### src/rtl/relu_maxpool_stage_pkg.sv
// Shared types and helpers for the ReLU + width max-pool stage.
package relu_maxpool_stage_pkg;

  typedef enum logic [1:0] {
    IDLE,
    READ,
    DRAIN,
    DONE
  } state_t;

  localparam int POOL_FACTOR = 2;
  localparam int RELU_MAX_W  = 64;

  // Callers sign-extend into RELU_MAX_W bits and slice the result back.
  function automatic logic [RELU_MAX_W-1:0] relu(
    input logic [RELU_MAX_W-1:0] x
  );
    return x[RELU_MAX_W-1] ? '0 : x;
  endfunction

endpackage

### src/rtl/relu_maxpool_stage_relu_max_unit.sv
// Combinational ReLU of the incoming sample plus max against the stored pair.
module relu_max_unit
  import relu_maxpool_stage_pkg::*;
#(
  parameter int BW = 16
) (
  input  logic [BW-1:0] i_pair,
  input  logic [BW-1:0] i_data,
  output logic [BW-1:0] o_relu,
  output logic [BW-1:0] o_max
);

  logic [RELU_MAX_W-1:0] w_ext;
  logic [RELU_MAX_W-1:0] w_r;
  logic                  w_unused;

  assign w_ext    = {{(RELU_MAX_W-BW){i_data[BW-1]}}, i_data};
  assign w_r      = relu(w_ext);
  assign w_unused = ^w_r[RELU_MAX_W-1:BW];
  assign o_relu   = w_r[BW-1:0];

  // Both operands are non-negative here, so an unsigned compare suffices.
  assign o_max = (i_pair > o_relu) ? i_pair : o_relu;

endmodule

### src/rtl/relu_maxpool_stage.sv
// Reads the Result RAM filter by filter, applies ReLU and 2:1 width
// max-pooling, and writes pooled samples to the next layer's Data RAM.
module relu_maxpool_stage
  import relu_maxpool_stage_pkg::*;
#(
  parameter int Bit_width                  = 16,
  parameter int Dataset_depth_counter_bits = 9,
  parameter int Filter_counter_bits        = 3,
  parameter int Num_filters                = 8,
  parameter int Input_length               = 512
) (
  input  logic                                  Clk,
  input  logic                                  Reset,
  input  logic                                  Start,
  output logic                                  Result_RAM_Read_Enable,
  output logic [Filter_counter_bits-1:0]        Result_RAM_read_address_depth,
  output logic [Dataset_depth_counter_bits-1:0] Result_RAM_read_address_width,
  input  logic [Bit_width-1:0]                  Result_RAM_read_data,
  output logic                                  Out_RAM_write_M,
  output logic [Filter_counter_bits-1:0]        Out_RAM_write_address_depth,
  output logic [Dataset_depth_counter_bits-1:0] Out_RAM_write_address_width,
  output logic [Bit_width-1:0]                  Out_RAM_write_data,
  output logic                                  Busy,
  output logic                                  Done_M
);

  localparam int F = Filter_counter_bits;
  localparam int W = Dataset_depth_counter_bits;
  localparam logic [F-1:0] LAST_D = F'(Num_filters - 1);
  localparam logic [W-1:0] LAST_W = W'(Input_length - 1);

  state_t r_state;
  state_t w_next;

  logic           r_rd_en;
  logic [F-1:0]   r_rd_d;
  logic [W-1:0]   r_rd_w;
  logic           r_tag_v;
  logic [F-1:0]   r_tag_d;
  logic [W-1:0]   r_tag_w;
  logic [Bit_width-1:0] r_pair;
  logic           r_wr;
  logic [F-1:0]   r_wr_d;
  logic [W-1:0]   r_wr_w;
  logic [Bit_width-1:0] r_wr_data;
  logic           r_busy;
  logic           r_done;

  logic           w_last;
  logic           w_wr_now;
  logic [Bit_width-1:0] w_relu;
  logic [Bit_width-1:0] w_max;

  relu_max_unit #(
    .BW(Bit_width)
  ) u_relu_max (
    .i_pair(r_pair),
    .i_data(Result_RAM_read_data),
    .o_relu(w_relu),
    .o_max (w_max)
  );

  assign w_last   = (r_rd_d == LAST_D) && (r_rd_w == LAST_W);
  assign w_wr_now = r_tag_v && r_tag_w[0];

  always_comb begin
    w_next = r_state;
    unique case (r_state)
      IDLE:    if (Start) w_next = READ;
      READ:    if (w_last) w_next = DRAIN;
      DRAIN:   if (r_wr) w_next = DONE;
      DONE:    w_next = Start ? READ : IDLE;
      default: w_next = IDLE;
    endcase
  end

  always_ff @(posedge Clk) begin
    if (Reset) begin
      r_state   <= IDLE;
      r_rd_en   <= 1'b0;
      r_rd_d    <= '0;
      r_rd_w    <= '0;
      r_tag_v   <= 1'b0;
      r_tag_d   <= '0;
      r_tag_w   <= '0;
      r_pair    <= '0;
      r_wr      <= 1'b0;
      r_wr_d    <= '0;
      r_wr_w    <= '0;
      r_wr_data <= '0;
      r_busy    <= 1'b0;
      r_done    <= 1'b0;
    end else begin
      r_state <= w_next;
      r_rd_en <= (w_next == READ);
      r_busy  <= (w_next != IDLE);
      r_done  <= (w_next == DONE);

      // Terminal compare on width, not counter wrap.
      if (w_next == READ && r_state != READ) begin
        r_rd_d <= '0;
        r_rd_w <= '0;
      end else if (r_state == READ && !w_last) begin
        if (r_rd_w == LAST_W) begin
          r_rd_w <= '0;
          r_rd_d <= r_rd_d + 1'b1;
        end else begin
          r_rd_w <= r_rd_w + 1'b1;
        end
      end

      r_tag_v <= r_rd_en;
      r_tag_d <= r_rd_d;
      r_tag_w <= r_rd_w;

      if (r_tag_v && !r_tag_w[0]) r_pair <= w_relu;

      r_wr <= w_wr_now;
      if (w_wr_now) begin
        r_wr_d    <= r_tag_d;
        r_wr_w    <= r_tag_w >> $clog2(POOL_FACTOR);
        r_wr_data <= w_max;
      end
    end
  end

  assign Result_RAM_Read_Enable        = r_rd_en;
  assign Result_RAM_read_address_depth = r_rd_d;
  assign Result_RAM_read_address_width = r_rd_w;
  assign Out_RAM_write_M               = r_wr;
  assign Out_RAM_write_address_depth   = r_wr_d;
  assign Out_RAM_write_address_width   = r_wr_w;
  assign Out_RAM_write_data            = r_wr_data;
  assign Busy                          = r_busy;
  assign Done_M                        = r_done;

endmodule
### config.mk
export PLATFORM = sky130hd
export DESIGN_NAME = relu_maxpool_stage
export DESIGN_NICKNAME = d
export VERILOG_FILES = /design/src/rtl/relu_maxpool_stage_pkg.sv /design/src/rtl/relu_maxpool_stage_relu_max_unit.sv /design/src/rtl/relu_maxpool_stage.sv
export SDC_FILE = /design/constraint.sdc
export NUM_CORES = 1
export LEC_CHECK = 0
export ABC_AREA = 1
export CAP_MARGIN = 20
export CELL_PAD_IN_SITES_DETAIL_PLACEMENT = 0
export CELL_PAD_IN_SITES_GLOBAL_PLACEMENT = 1
export CORE_MARGIN = 2
export CORE_UTILIZATION = 40
export DETAILED_ROUTE_END_ITERATION = 10
export DONT_BUFFER_PORTS = 1
export PLACE_DENSITY_LB_ADDON = 0.2
export SLEW_MARGIN = 20
export SYNTH_ARGS = -nofsm -noshare
export SYNTH_HDL_FRONTEND = slang
export SYNTH_HIERARCHICAL = 1
export SYNTH_SLANG_ARGS = --single-unit
### constraint.sdc
create_clock -name Clk -period 2.25 [get_ports Clk]
set_input_delay 0.45 -clock Clk [delete_from_list [all_inputs] [get_ports Clk]]
set_output_delay 0.45 -clock Clk [all_outputs]
set_load 0.05 [all_outputs]
==> results of run 1 <==
[cell type report]
class	count	area (um2)	area share, %
well taps	105	131.4	3.435
clock buffers	9	123.9	3.238
repair buffers	21	182.7	4.776
clock inverters	7	58.81	1.537
flip-flops and latches	74	1481	38.73
inverters	49	186.4	4.874
multi-input cells	330	1660	43.41
[power breakdown]
part	switching [mW]	leakage [nW]	total (mW)	internal (mW)
clock	0.535	0.0872	0.952	0.417
combinational	0.232	1.12	0.353	0.121
sequential	0.0531	0.599	1.39	1.34
[logic make-up after synthesis]
logic type,Yosys count,share of synthesized area (%)
fa+ha+maj,19,6.867
flops,74,42.79
compound gates,60,8.854
buf+inv,71,9.613
other cells,2,0.2169
simple gates,248,31.41
xor+xnor,1,0.2530
[timing repair]
| item | in CTS | in global routing |
|---|---|---|
| gates resized for setup | 0 | 3 |
| endpoints found under the setup margin | 0 | 8 |
| endpoints found under the hold margin | 0 | 0 |
[metal layers]
metal,global-route usage [%],share of wire [%],vias up
li1,-,-,1507
met1,22.96,47,1271
met2,27.30,44,73
met3,6.286,6.8,13
met4,5.092,1.5,0
met5,0,0,-
[layout by cell type, fill, tap and decap left out, types with 9 or more instances in the layout]
cell / n
o21ai_0: 46
inv_1: 45
nand3_1: 26
clkbuf_8: 9
ha_1: 18
nand2_1: 75
dfxtp_1: 74
buf_4: 19
nand2_2: 15
a21oi_1: 11
nor2_1: 116
[sequential cells by signal (all words and copies together) (netlist names), 2 cells and up]
register                       flops
r_state                            2
Out_RAM_write_address_depth        3
Out_RAM_write_address_width        8
Result_RAM_read_address_width      9
Out_RAM_write_data                16
r_pair                            16
Result_RAM_read_address_depth      3
r_tag_d                            3
r_tag_w                            9
[synthesized netlist by cell type, types with 4 or more instances]
cell type	count	area share (%)
a21oi_1	11	1.6
nand2_2	15	2.7
ha_1	19	6.9
buf_4	6	1.3
inv_1	45	4.9
dfxtp_1	74	43
nand4_1	4	0.72
nand3_1	27	3.9
buf_2	6	0.87
nor2_1	116	13
o21ai_0	46	6.6
nand2_1	75	8.1
clkbuf_1	5	0.54
[final timing paths]
check	endpoint	startpoint	slack (ns)	depth (start not counted)
worst max-delay path	Result_RAM_read_address_width[7]	Result_RAM_read_address_width[1]	0.21	10
worst min-delay path	Out_RAM_write_M	Reset	0.16	1
worst max register to register	Result_RAM_read_address_width[7]	Result_RAM_read_address_width[1]	0.21	10
worst min register to register	Out_RAM_write_address_depth[2]	r_tag_d[2]	0.48	2
==> impl_results.md, run 1 <==
* Vias in the first global route at 2,812
* Vias at 2,864
* Routed WL at 7.810 mm
* Post-synthesis async set-or-reset flop share at 0%
* Synth cell types at 30
* MaxCap Viol Count at 0
* First-pass GRT wire length at 13.48 mm
* Antenna-violating nets left at 0
* Setup Skew at 0.01106 ns
* Area delta synth->final at 10.48%
* Minimum clock period at 2.038 ns
* H-tree Lvls at 3
* Avg Inst Size Synth at 7.289 um2
* Data required time of the worst path at 2.53 ns
* Post-Syn Nets at 513
* Max-slew headroom at 61.70%
* Clock Sinks at 74
* Final hold vios at 0
* Leakage power at 1.807 nW
* CP Launch Type: flip-flop
* Initial antenna violation count at 0
* Maximum vdd drop at 0.0004872 V
* Overflow after GRT at 0
* Drt drc at 0
* Post-CTS setup buffer count at 0
* Clock buffer depth at 2
* Number of synthesized register bits at 74
* Total core area at 0.008299 mm2
* Clock slew at reported path FFs at 0.08 ns
* Nets@finish at 523
* Crit-path leading delay family: simple AND/OR/NAND/NOR gates
* Final instance area at 0.003825 mm2
* Fill cells at 865
* Via density at 4.813
* Synth Warn # at 6
* Crit-path max FO at 11
* Fin crit share at 90.56%
* RSZ-0062 raised after global routing: no
* Num CTS Buffers at 9
* Number of synthesized flops with an enable pin at 0
* Placer Congestion at 0.8094
* Worst-skew pair later-pin latency at 0.35 ns
* Setup TNS at 0 ns
* Status: finished, final reports clean
* Hold slack at 0.1645 ns
* Final setup vio count at 0
* Hold-fix buffers at CTS at 0
* I/O pins at 63
* Worst hold path type: primary input to flip-flop
* Critical Path End Type: flip-flop
* Row count at 33
* Most used DFF post-synth: dfxtp_1
* Worst path max stage delay at 0.34 ns
* DR iter-0 viols at 95
* CTS tree: done
* CP Class: flip-flop to flip-flop
* Pins over their slew limit at 0
* Sequential area share after synthesis at 42.79%
* Initial Util at 41.72%
* Dpl cell area at 0.003630 mm2
* Max Freq at 490.8 MHz
* Overall Power at 2.699 mW
* DPL Wire Length at 5.829 mm
* Mapped cell area at 0.003462 mm2
* Post-layout util at 46.09%
* Cells after DPL at 579
* # diodes at 0
* 1st-pass router iterations at 4
* Port Buf Inserts at 0
* Non-Filler Instances at 595
* Critical Path, Cell by Cell: ha_1 > nand3_1 > nor4_1 > ha_2 > nand2_2 > inv_1 > nor2_4 > nand2_1 > nand3_2 > nor2_1
* Fraction of layout cells with a size suffix above 1 at 14.08%
* Final worst slack at 0.2124 ns
* Dpl ws at -0.08683 ns
* Critical path arrival at 2.32 ns
* Synth Instances at 475
* Die area at 0.009416 mm2
* Slowest cell on the critical path: dfxtp_1
* Die span in y at 97.04 um
* Tot GR Track Use at 17.55%
* CP bufs+invs at 1
* Routed WL per cell at 13.13 um
* Worst-Margin Slew at 0.5737 ns
* Clock root buffer: clkbuf_8
* Die X at 97.04 um
* Pwr/cell area at 705.7 mW/mm2
* Largest net degree at the start of global routing at 46
No activity file was read; power rests on OpenSTA's default activity.
==> run 2, diff against run 1 <==
Settings changed: CTS_CLUSTER_SIZE set to 10.
==> results of run 2 <==
The final DEF is identical to that of run 1; final timing and power are the same.
